`config.mk`:
```
export PLATFORM = sky130hd
export DESIGN_NAME = dcache_axi_bridge
export DESIGN_NICKNAME = d
export VERILOG_FILES = /design/src/rtl/dcache_bus_pkg.sv /design/src/rtl/axi_wr_channel.sv /design/src/rtl/dcache_axi_bridge.sv
export SDC_FILE = /design/constraint.sdc
export NUM_CORES = 1
export LEC_CHECK = 0
export ABC_AREA = 1
export ABC_CLOCK_PERIOD_IN_PS = 1240
export BUFFER_PORTS_ARGS = -buffer_cell sky130_fd_sc_hd__buf_2
export CORE_ASPECT_RATIO = 1.25
export CORE_UTILIZATION = 28
export CTS_CLUSTER_DIAMETER = 200
export DETAILED_ROUTE_END_ITERATION = 8
export PLACE_DENSITY = 0.63
export SYNTH_ARGS = -nofsm -noshare
export SYNTH_HDL_FRONTEND = slang
export SYNTH_SLANG_ARGS = --single-unit
```
`constraint.sdc`:
```
create_clock -name clk -period 1.24 [get_ports clk]
set_input_delay 0.062 -clock clk [delete_from_list [all_inputs] [get_ports clk]]
set_output_delay 0.062 -clock clk [all_outputs]
set_load 0.01 [all_outputs]
```
`src/rtl/dcache_bus_pkg.sv`:
```
// rtl/dcache_bus_pkg.sv - shared request types, AXI constants and FSM states for the dcache bridge
package dcache_bus_pkg;

  typedef enum logic [2:0] {
    REQ_BYTE = 3'b000,
    REQ_HALF = 3'b001,
    REQ_WORD = 3'b010,
    REQ_LINE = 3'b100
  } req_type_e;

  typedef enum logic [1:0] {R_IDLE, R_AR, R_DATA} r_state_e;
  typedef enum logic [1:0] {W_IDLE, W_XFER, W_RESP} w_state_e;

  localparam logic [1:0] BURST_INCR = 2'b01;
  localparam logic [2:0] SIZE_1B    = 3'd0;
  localparam logic [2:0] SIZE_2B    = 3'd1;
  localparam logic [2:0] SIZE_4B    = 3'd2;
  localparam int         LINE_BEATS = 4;
  localparam logic [7:0] LINE_LEN   = 8'(LINE_BEATS - 1);

  function automatic logic is_line(input logic [2:0] t);
    return t == REQ_LINE;
  endfunction

  // Undefined encodings fall back to a full word access.
  function automatic logic [2:0] req_size(input logic [2:0] t);
    case (t)
      REQ_BYTE: return SIZE_1B;
      REQ_HALF: return SIZE_2B;
      default:  return SIZE_4B;
    endcase
  endfunction

endpackage

```
`src/rtl/axi_wr_channel.sv`:
```
// rtl/axi_wr_channel.sv - write FSM driving AXI AW/W/B with a 4-beat line data mux
module axi_wr_channel
  import dcache_bus_pkg::*;
(
  input  logic         clk,
  input  logic         rst,
  input  logic         wr_req,
  input  logic [2:0]   wr_type,
  input  logic [31:0]  wr_addr,
  input  logic [3:0]   wr_wstrb,
  input  logic [127:0] wr_data,
  output logic         wr_rdy,
  output logic         wr_done,
  output logic [31:0]  awaddr,
  output logic [7:0]   awlen,
  output logic [2:0]   awsize,
  output logic         awvalid,
  input  logic         awready,
  output logic [31:0]  wdata,
  output logic [3:0]   wstrb,
  output logic         wlast,
  output logic         wvalid,
  input  logic         wready,
  input  logic         bvalid,
  output logic         bready
);

  w_state_e     w_state_q;
  logic         awvalid_q, wvalid_q, bready_q, wr_done_q, line_q;
  logic [31:0]  awaddr_q;
  logic [7:0]   awlen_q;
  logic [2:0]   awsize_q;
  logic [3:0]   wstrb_q;
  logic [127:0] data_q;
  logic [1:0]   beat_q;
  logic         aw_fin, w_fin;

  assign wr_rdy  = (w_state_q == W_IDLE);
  assign wr_done = wr_done_q;
  assign awaddr  = awaddr_q;
  assign awlen   = awlen_q;
  assign awsize  = awsize_q;
  assign awvalid = awvalid_q;
  assign wvalid  = wvalid_q;
  assign wstrb   = wstrb_q;
  assign bready  = bready_q;
  assign wlast   = !line_q || (beat_q == 2'(LINE_BEATS - 1));

  always_comb begin
    wdata = data_q[31:0];
    case (beat_q)
      2'd1:    wdata = data_q[63:32];
      2'd2:    wdata = data_q[95:64];
      2'd3:    wdata = data_q[127:96];
      default: wdata = data_q[31:0];
    endcase
  end

  // AW and W retire independently; a channel counts as finished once its valid has dropped.
  assign aw_fin = !awvalid_q || awready;
  assign w_fin  = !wvalid_q || (wready && wlast);

  always_ff @(posedge clk) begin
    if (rst) begin
      w_state_q <= W_IDLE;
      awvalid_q <= 1'b0;
      wvalid_q  <= 1'b0;
      bready_q  <= 1'b0;
      wr_done_q <= 1'b0;
      line_q    <= 1'b0;
      awaddr_q  <= '0;
      awlen_q   <= '0;
      awsize_q  <= '0;
      wstrb_q   <= '0;
      data_q    <= '0;
      beat_q    <= '0;
    end else begin
      wr_done_q <= 1'b0;
      case (w_state_q)
        W_IDLE: begin
          if (wr_req) begin
            w_state_q <= W_XFER;
            awvalid_q <= 1'b1;
            wvalid_q  <= 1'b1;
            beat_q    <= '0;
            data_q    <= wr_data;
            line_q    <= is_line(wr_type);
            if (is_line(wr_type)) begin
              awaddr_q <= {wr_addr[31:4], 4'b0};
              awlen_q  <= LINE_LEN;
              awsize_q <= SIZE_4B;
              wstrb_q  <= 4'hF;
            end else begin
              awaddr_q <= wr_addr;
              awlen_q  <= 8'd0;
              awsize_q <= req_size(wr_type);
              wstrb_q  <= wr_wstrb;
            end
          end
        end
        W_XFER: begin
          if (awvalid_q && awready) awvalid_q <= 1'b0;
          if (wvalid_q && wready) begin
            if (wlast) wvalid_q <= 1'b0;
            else       beat_q   <= beat_q + 2'd1;
          end
          if (aw_fin && w_fin) begin
            w_state_q <= W_RESP;
            bready_q  <= 1'b1;
          end
        end
        W_RESP: begin
          if (bvalid) begin
            w_state_q <= W_IDLE;
            bready_q  <= 1'b0;
            wr_done_q <= 1'b1;
          end
        end
        default: w_state_q <= W_IDLE;
      endcase
    end
  end

endmodule

```
`src/rtl/dcache_axi_bridge.sv`:
```
// rtl/dcache_axi_bridge.sv - dcache rd/wr request to AXI4 master bridge with independent read/write FSMs
// Optional DCACHE_BRIDGE_RAW_CHECK_EN: stall reads that hit the line of an in-flight write.
module dcache_axi_bridge
  import dcache_bus_pkg::*;
#(
  parameter int AXI_ID_W = 4,
  parameter int RD_ID    = 0,
  parameter int WR_ID    = 1
) (
  input  logic                clk,
  input  logic                rst,
  input  logic                rd_req,
  input  logic [2:0]          rd_type,
  input  logic [31:0]         rd_addr,
  output logic                rd_rdy,
  output logic                ret_valid,
  output logic                ret_last,
  output logic [31:0]         ret_data,
  input  logic                wr_req,
  input  logic [2:0]          wr_type,
  input  logic [31:0]         wr_addr,
  input  logic [3:0]          wr_wstrb,
  input  logic [127:0]        wr_data,
  output logic                wr_rdy,
  output logic                wr_done,
  output logic [AXI_ID_W-1:0] arid,
  output logic [31:0]         araddr,
  output logic [7:0]          arlen,
  output logic [2:0]          arsize,
  output logic [1:0]          arburst,
  output logic                arvalid,
  input  logic                arready,
  input  logic [AXI_ID_W-1:0] rid,
  input  logic [31:0]         rdata,
  input  logic [1:0]          rresp,
  input  logic                rlast,
  input  logic                rvalid,
  output logic                rready,
  output logic [AXI_ID_W-1:0] awid,
  output logic [31:0]         awaddr,
  output logic [7:0]          awlen,
  output logic [2:0]          awsize,
  output logic [1:0]          awburst,
  output logic                awvalid,
  input  logic                awready,
  output logic [31:0]         wdata,
  output logic [3:0]          wstrb,
  output logic                wlast,
  output logic                wvalid,
  input  logic                wready,
  input  logic [AXI_ID_W-1:0] bid,
  input  logic [1:0]          bresp,
  input  logic                bvalid,
  output logic                bready
);

  r_state_e    r_state_q;
  logic        arvalid_q, rready_q;
  logic [31:0] araddr_q;
  logic [7:0]  arlen_q;
  logic [2:0]  arsize_q;
  logic        rd_stall;
  logic        unused_ok;

  assign unused_ok = ^{rid, rresp, bid, bresp};

  assign arid    = AXI_ID_W'(RD_ID);
  assign awid    = AXI_ID_W'(WR_ID);
  assign arburst = BURST_INCR;
  assign awburst = BURST_INCR;
  assign arvalid = arvalid_q;
  assign araddr  = araddr_q;
  assign arlen   = arlen_q;
  assign arsize  = arsize_q;
  assign rready  = rready_q;

`ifdef DCACHE_BRIDGE_RAW_CHECK_EN
  // awaddr[31:4] is the line of the pending write for both line and sub-word writes.
  assign rd_stall = !wr_rdy && (awaddr[31:4] == rd_addr[31:4]);
`else
  assign rd_stall = 1'b0;
`endif

  assign rd_rdy    = (r_state_q == R_IDLE) && !rd_stall;
  assign ret_valid = rvalid && (r_state_q == R_DATA);
  assign ret_last  = rlast;
  assign ret_data  = rdata;

  always_ff @(posedge clk) begin
    if (rst) begin
      r_state_q <= R_IDLE;
      arvalid_q <= 1'b0;
      rready_q  <= 1'b0;
      araddr_q  <= '0;
      arlen_q   <= '0;
      arsize_q  <= '0;
    end else begin
      case (r_state_q)
        R_IDLE: begin
          if (rd_req && rd_rdy) begin
            r_state_q <= R_AR;
            arvalid_q <= 1'b1;
            if (is_line(rd_type)) begin
              araddr_q <= {rd_addr[31:4], 4'b0};
              arlen_q  <= LINE_LEN;
              arsize_q <= SIZE_4B;
            end else begin
              araddr_q <= rd_addr;
              arlen_q  <= 8'd0;
              arsize_q <= req_size(rd_type);
            end
          end
        end
        R_AR: begin
          if (arready) begin
            r_state_q <= R_DATA;
            arvalid_q <= 1'b0;
            rready_q  <= 1'b1;
          end
        end
        R_DATA: begin
          if (rvalid && rlast) begin
            r_state_q <= R_IDLE;
            rready_q  <= 1'b0;
          end
        end
        default: r_state_q <= R_IDLE;
      endcase
    end
  end

  axi_wr_channel u_wr (
    .clk      (clk),
    .rst      (rst),
    .wr_req   (wr_req),
    .wr_type  (wr_type),
    .wr_addr  (wr_addr),
    .wr_wstrb (wr_wstrb),
    .wr_data  (wr_data),
    .wr_rdy   (wr_rdy),
    .wr_done  (wr_done),
    .awaddr   (awaddr),
    .awlen    (awlen),
    .awsize   (awsize),
    .awvalid  (awvalid),
    .awready  (awready),
    .wdata    (wdata),
    .wstrb    (wstrb),
    .wlast    (wlast),
    .wvalid   (wvalid),
    .wready   (wready),
    .bvalid   (bvalid),
    .bready   (bready)
  );

endmodule

```
==> impl_metrics.py, run 1 <==
metrics = {
    "run_status": {
        "outcome": "complete, but fails checks",
        "failed_checks": "negative setup slack",
    },
    "route": {
        "via_per_inst": 5.07,
        "drc_errors": 0,
        "num_vias": 11200,
        "wl_um": 44300,
        "drt_iter0_markers": 777,
        "first_pass_iters": 5,
        "avgRoutedWirePerCell_um": 20.1,
        "ant_nets": 0,
    },
    "timing": {
        "hold_violations": 0,
        "rsz0062_at_grt": "yes",
        "finalCritPeriodShare": 1.57,
        "whs_ns": 0.0204,
        "finalMaxSlewViolations": 0,
        "fmax_mhz": 512,
        "clock_skew_ns": 0.0116,
        "finalCriticalPeriod_ns": 1.95,
        "fin_ws_ns": -0.712,
        "setup_violations": 231,
    },
    "synth": {
        "syn_avg_cell_area_sq_um": 7.33,
        "syn_area_sq_um": 8790,
        "synth-seq-cells": 214,
        "yosysUniqueCellTypes": 29,
        "yosysWarnings": 0,
        "ys_seq_area_frac": 0.487,
        "syn-instance-count": 1200,
    },
    "layout": {
        "area_growth_pct": 100,
        "nFillCells": 2458,
        "layout-drive-gt1-share": 0.488,
        "fin_nets": 2043,
    },
    "global_routing": {
        "gr-total-overflow": 0,
        "grt_pass1_wl_um": 60700,
        "grt_pass1_vias": 11300,
        "grt_max_degree": 59,
        "antenna_found_initial": 1,
        "grt_util_all_layers": 0.242,
    },
    "placed_design": {
        "gp_congestion": 0.848,
        "dpl.hpwl_um": 19700,
        "port-buffer-count": 330,
    },
    "die": {
        "rows": 72,
        "io_pins": 433,
        "die_h_um": 200,
        "start_util": 0.285,
        "floorplan.die_area_sq_um": 32100,
        "coreArea_sq_um": 30900,
        "die_w_um": 161,
    },
    "cts": {
        "tritoncts": "done",
        "cts_buffers": 24,
        "path_clk_slew_ns": 0.06,
        "clock_path_buffers": 3,
        "cts-root-buf": "clkbuf_16",
        "clkLatencyLatePin_ns": 0.52,
        "ctsHtreeMaxLevel": 1,
        "cts_sinks": 214,
    },
    "setup_path": {
        "arrival_ns": 1.89,
        "crit-reg2reg-launch": "u_wr.w_state_q[1]$_SDFFE_PP0P_",
        "start_kind": "flip-flop",
        "end_kind": "output pin",
        "critPathLaunch": "u_wr.beat_q[1]$_SDFFE_PP0P_",
        "path_class": "flip-flop to output pin",
        "cp.required_ns": 1.18,
        "path_max_fanout": 6,
    },
    "min_path": {
        "hold_class": "input pin to flip-flop",
        "hp-start": "rst",
    },
    "pwr": {
        "vdd_drop_max_uv": 938,
        "power.total_uw": 22200,
        "leakagePower_uw": 0.00755,
        "p_per_area_nw_per_um2": 1260,
    },
    "run": {
        "max_cap_viol_count": 0,
    },
}
==> routing by layer <==
| layer | GRT usage | up-vias | share of wire |
|---|---|---|---|
| met3 | 0.0406 | 232 | 0.070 |
| met1 | 0.273 | 5278 | 0.37 |
| met5 | 0 | - | 0 |
| li1 | - | 4986 | - |
| met4 | 0.139 | 0 | 0.060 |
| met2 | 0.427 | 692 | 0.49 |
==> through the flow <==
| step | instance area [sq um] | util | std cells | setup TNS, ns | setup WS [ns] |
|---|---|---|---|---|---|
| global route | 17600 | 0.569 | 2207 | -57.90 | -0.765 |
| finish | 17600 | 0.569 | 2207 | -47.91 | -0.712 |
| CTS | 16200 | 0.525 | 2194 | -43.82 | -0.669 |
| global placement | 11000 | 0.357 | 1873 | -4.71 | -0.111 |
| detailed placement | 11000 | 0.357 | 1873 | -6.50 | -0.150 |
| floorplan | 9110 | - | 1224 | -0.545 | -0.0182 |
==> cells in the mapped netlist <==
master | instances | area (sq um)
nor3_1 | 2 | 10.0
clkbuf_2 | 11 | 55.1
nor2_2 | 1 | 6.26
buf_2 | 12 | 60.1
o21ai_0 | 191 | 956
clkbuf_1 | 40 | 150
nand2_1 | 100 | 375
o211a_1 | 1 | 10.0
a21oi_1 | 51 | 255
nand2_4 | 1 | 11.3
nand3b_1 | 1 | 7.51
nor2_4 | 1 | 11.3
a31oi_1 | 33 | 206
conb_1 | 2 | 7.51
inv_4 | 1 | 6.26
nor2_1 | 424 | 1590
dfxtp_1 | 214 | 4280
inv_1 | 14 | 52.6
and3_1 | 1 | 6.26
o211ai_1 | 1 | 7.51
or2_2 | 1 | 6.26
a21oi_2 | 1 | 8.76
buf_4 | 78 | 586
buf_1 | 2 | 7.51
nand3_1 | 9 | 45.0
inv_2 | 1 | 3.75
ha_1 | 4 | 50.1
buf_6 | 1 | 11.3
nand2_2 | 1 | 6.26
==> timing repair <==
action                                 4_1_cts  5_1_grt
pin swaps                                   60      150
endpoints found under the hold margin      212        0
setup endpoints to repair                  131      236
hold buffers                               211        0
resized for setup                          380      374
buffers inserted                            30       21
cloned                                      38       14
==> cell usage in the layout, fill, tap and decap left out, types with 7 or more instances in the layout <==
cell and n:
o21ai_1 39, buf_6 40, o21ai_2 97, o21ai_4 15
a21oi_2 37, dlygate4sd3_1 211, nor2_2 77, a21oi_1 12
inv_1 8, nor2_1 282, a31oi_4 12, dfxtp_1 208
nand2_1 80, clkbuf_16 39, o21ai_0 40, nand2_2 8
a31oi_2 18, buf_16 23, buf_8 12, buf_2 314
nand2_4 11, conb_1 26, nor2_4 67, clkbuf_8 7
buf_12 40, buf_4 21
==> cell type report <==
class	instances	area (sq um)	share of cell area
Timing Repair inverter	1	16.3	0.000925
Clock buffer	37	741	0.0421
Clock inverter	5	53.8	0.00306
Multi-Input combinational cell	851	5620	0.319
Antenna cell	1	2.50	0.000142
Sequential cell	214	4290	0.244
Tap cell	407	509	0.0290
Timing Repair Buffer	675	6260	0.356
Inverter	16	97.6	0.00555
==> worst max-delay path: stages (launching register included) <==
cell	delay, ns
dfxtp_2	0.34
buf_6	0.12
ha_4	0.19
buf_12	0.13
buf_12	0.15
nand2_4	0.07
a31oi_4	0.21
buf_6	0.15
==> logic make-up after synthesis <==
group,Yosys count,share of synthesized area
AO/OA/AOI/OAI,278,0.164
buffers and inverters,160,0.106
adder cells (fa/ha/maj),4,0.00569
flip-flops,214,0.487
AND/OR/NAND/NOR,542,0.236
other,2,0.000854
==> report_power, final <==
group          switching, uW  internal, uW
clock                   2970          4300
combinational           3410          3420
sequential               583          7550
total                   6950         15300
==> state kept, by name (all words and copies together), names as in the netlist, 2 cells and up <==
signal          flops
arsize              2
u_wr.w_state_q      2
u_wr.data_q       128
r_state_q           2
u_wr.wstrb          4
u_wr.beat_q         2
araddr             32
u_wr.awaddr        32
u_wr.awsize         2
==> final timing paths <==
path                            depth (start not counted)                            end  slack [ns]
worst max-delay path                                    7                      wdata[20]       -0.71
worst min-delay path                                    5    u_wr.beat_q[1]$_SDFFE_PP0P_        0.02
worst max register to register                          7  u_wr.data_q[105]$_SDFFE_PP0P_       -0.25
worst min register to register                          2         araddr[0]$_SDFFE_PP0P_        0.46
(Power assumes the default switching activity.)
==> run 2: changes to the inputs <==
BUFFER_PORTS_ARGS = default   (was -buffer_cell sky130_fd_sc_hd__buf_2)
DONT_BUFFER_PORTS = 1   (was default)
PLACE_DENSITY = 0.51   (was 0.63)
==> run 2 against run 1 <==
  * Clock-buffer cell count down 5
  * Critical endpoint is now wdata[2]
  * The run still ends with negative setup slack left
  * Highest routed layer is now met5
  * Register-to-register slack better by 0.05 ns
  * First-iteration DRC count down 27%
  * Largest cell class is now multi-input gates
==> impl_metrics.py, run 2 (synthesis results as in run 1) <==
metrics = {
    "run_status": {
        "outcome": "complete, but fails checks",
        "failed_checks": "negative setup slack",
    },
    "setup_path": {
        "r2r_end": "u_wr.data_q[107]$_SDFFE_PP0P_",
        "worstRegToRegCells": 9,
        "end_kind": "output pin",
        "cp.required_ns": 1.18,
        "arrival_ns": 1.80,
        "start_kind": "flip-flop",
        "path_class": "flip-flop to output pin",
        "path_max_fanout": 6,
        "crit-reg2reg-launch": "u_wr.w_state_q[1]$_SDFFE_PP0P_",
        "rrSetupSlack_ns": -0.20,
    },
    "timing": {
        "fin_ws_ns": -0.619,
        "finalMaxSlewViolations": 0,
        "clock_skew_ns": 0.00598,
        "setup_violations": 194,
        "hold_violations": 0,
        "rsz0062_at_grt": "yes",
        "fmax_mhz": 538,
        "maxSlewHeadroom": 0.596,
        "finalCritPeriodShare": 1.50,
        "worst_pin_slew_ns": 0.606,
        "finalCriticalPeriod_ns": 1.86,
        "whs_ns": 0.00388,
    },
    "route": {
        "drc_errors": 0,
        "ant_nets": 0,
        "first_pass_iters": 5,
        "drt_iter0_markers": 569,
        "avgRoutedWirePerCell_um": 19.9,
        "via_per_inst": 4.95,
        "wl_um": 37000,
        "num_vias": 9209,
    },
    "placed_design": {
        "port-buffer-count": 0,
        "gp_congestion": 0.803,
        "dpl.hpwl_um": 19400,
    },
    "layout": {
        "fin_nets": 1696,
        "largest_register_ffs": 128,
        "layout-drive-gt1-share": 0.323,
        "final_core_util": 0.494,
        "mostFrequentLayoutCells": "nor2_1 (273), dlygate4sd3_1 (210), dfxtp_1 (208), nand2_1 (84), nor2_2 (82)",
        "top_register": "u_wr.data_q",
        "final_common_cell": "nor2_1",
        "area_growth_pct": 73.7,
    },
    "min_path": {
        "worstHoldEndpoint": "u_wr.w_state_q[0]$_SDFFE_PP0P_",
        "hold_class": "input pin to flip-flop",
        "holdPathStages": 4,
        "hp-start": "wr_req",
    },
    "pwr": {
        "vdd_drop_max_uv": 942,
        "leakagePower_uw": 0.00581,
        "p_per_area_nw_per_um2": 1330,
        "power.total_uw": 20200,
    },
    "global_routing": {
        "grt_pass1_vias": 9041,
        "grt_pass1_wl_um": 50600,
        "grt_util_all_layers": 0.200,
        "antenna_found_initial": 5,
        "grt_max_degree": 82,
        "gr-total-overflow": 0,
    },
    "die": {
        "rows": 72,
        "coreArea_sq_um": 30900,
        "die_h_um": 200,
        "start_util": 0.285,
        "die_w_um": 161,
        "floorplan.die_area_sq_um": 32100,
        "io_pins": 433,
    },
    "cts": {
        "clkLatencyLatePin_ns": 0.52,
        "cts-root-buf": "clkbuf_16",
        "cts_sinks": 214,
        "clock_path_buffers": 3,
        "path_clk_slew_ns": 0.06,
        "tritoncts": "done",
        "cts_buffers": 23,
        "ctsHtreeMaxLevel": 1,
    },
    "run": {
        "max_cap_viol_count": 0,
    },
}
[run 2: cell count changes in the layout (fill, tap and decap cells not counted), sizes merged]
cell,delta
diode,+4
bufinv,-1
buf,-345
nand2,-1
clkbuf,-5
clkinvlp,+1
dlygate4sd3,-1
clkinv,-1
inv,+1
[run 2: stage by stage]
| step | instances | TNS [ns] | setup WS, ns | cell area, sq um |
|---|---|---|---|---|
| 2_1_floorplan | 1224 | -0.545 | -0.0182 | 9110 |
| 3_3_place_gp | 1541 | -2.61 | -0.212 | 9410 |
| 3_5_place_dp | 1541 | -3.88 | -0.242 | 9410 |
| 4_1_cts | 1827 | -90.37 | -0.594 | 13700 |
| 5_1_grt | 1858 | -40.56 | -0.664 | 15300 |
| 6_report | 1859 | -31.84 | -0.619 | 15300 |
[run 2: worst max-delay path: stages, from the launching register on]
cell and delay (ns):
dfxtp_4 0.38, buf_6 0.10, ha_4 0.16, buf_12 0.12, clkbuf_16 0.16, nand2_1 0.11
a31oi_4 0.24
[run 2: how the worst max path moves through the flow]
stage	start	end	slack, ns	cells after the start
final	u_wr.beat_q[1]$_SDFFE_PP0P_	wdata[2]	-0.62	6
after floorplan	u_wr.beat_q[1]$_SDFFE_PP0P_	wdata[10]	-0.02	5
after detailed placement	u_wr.beat_q[0]$_SDFFE_PP0P_	wdata[21]	-0.24	7
after global routing	u_wr.beat_q[1]$_SDFFE_PP0P_	wdata[2]	-0.66	6
after global placement	u_wr.beat_q[0]$_SDFFE_PP0P_	wdata[21]	-0.21	7
after CTS	u_wr.beat_q[1]$_SDFFE_PP0P_	wdata[22]	-0.59	6
[run 2: power breakdown]
group,leakage (uW),switching [uW],internal [uW]
sequential,0.00178,724,7550
combinational,0.00371,2800,2770
clock,0.000324,2840,3560
total,0.00581,6360,13900
[run 2: layout make-up]
type | instances | area (sq um)
inverter | 16 | 101
antenna | 5 | 12.5
multi-input combinational | 850 | 5460
fill | 2720 | 15600
clock buffer | 32 | 639
tap | 407 | 509
timing repair buffer | 329 | 4190
sequential | 214 | 4300
timing repair inverter | 2 | 41.3
clock inverter | 4 | 22.5
[run 2: layer usage]
layer	share of wire	global-route usage	routed length, um	vias up
li1	-	-	-	4299
met1	0.40	0.229	14600	4381
met2	0.49	0.351	18300	404
met3	0.063	0.0420	2340	123
met4	0.046	0.0942	1720	2
met5	0.00041	0	15	-
[run 2: timing repair]
action / CTS / global route
endpoints found under the hold margin: 213 / 0
pin swaps: 73 / 120
hold buffers: 211 / 0
gates cloned: 17 / 20
setup buffers: 24 / 17
gates resized for setup: 297 / 327
endpoints found under the setup margin: 113 / 244
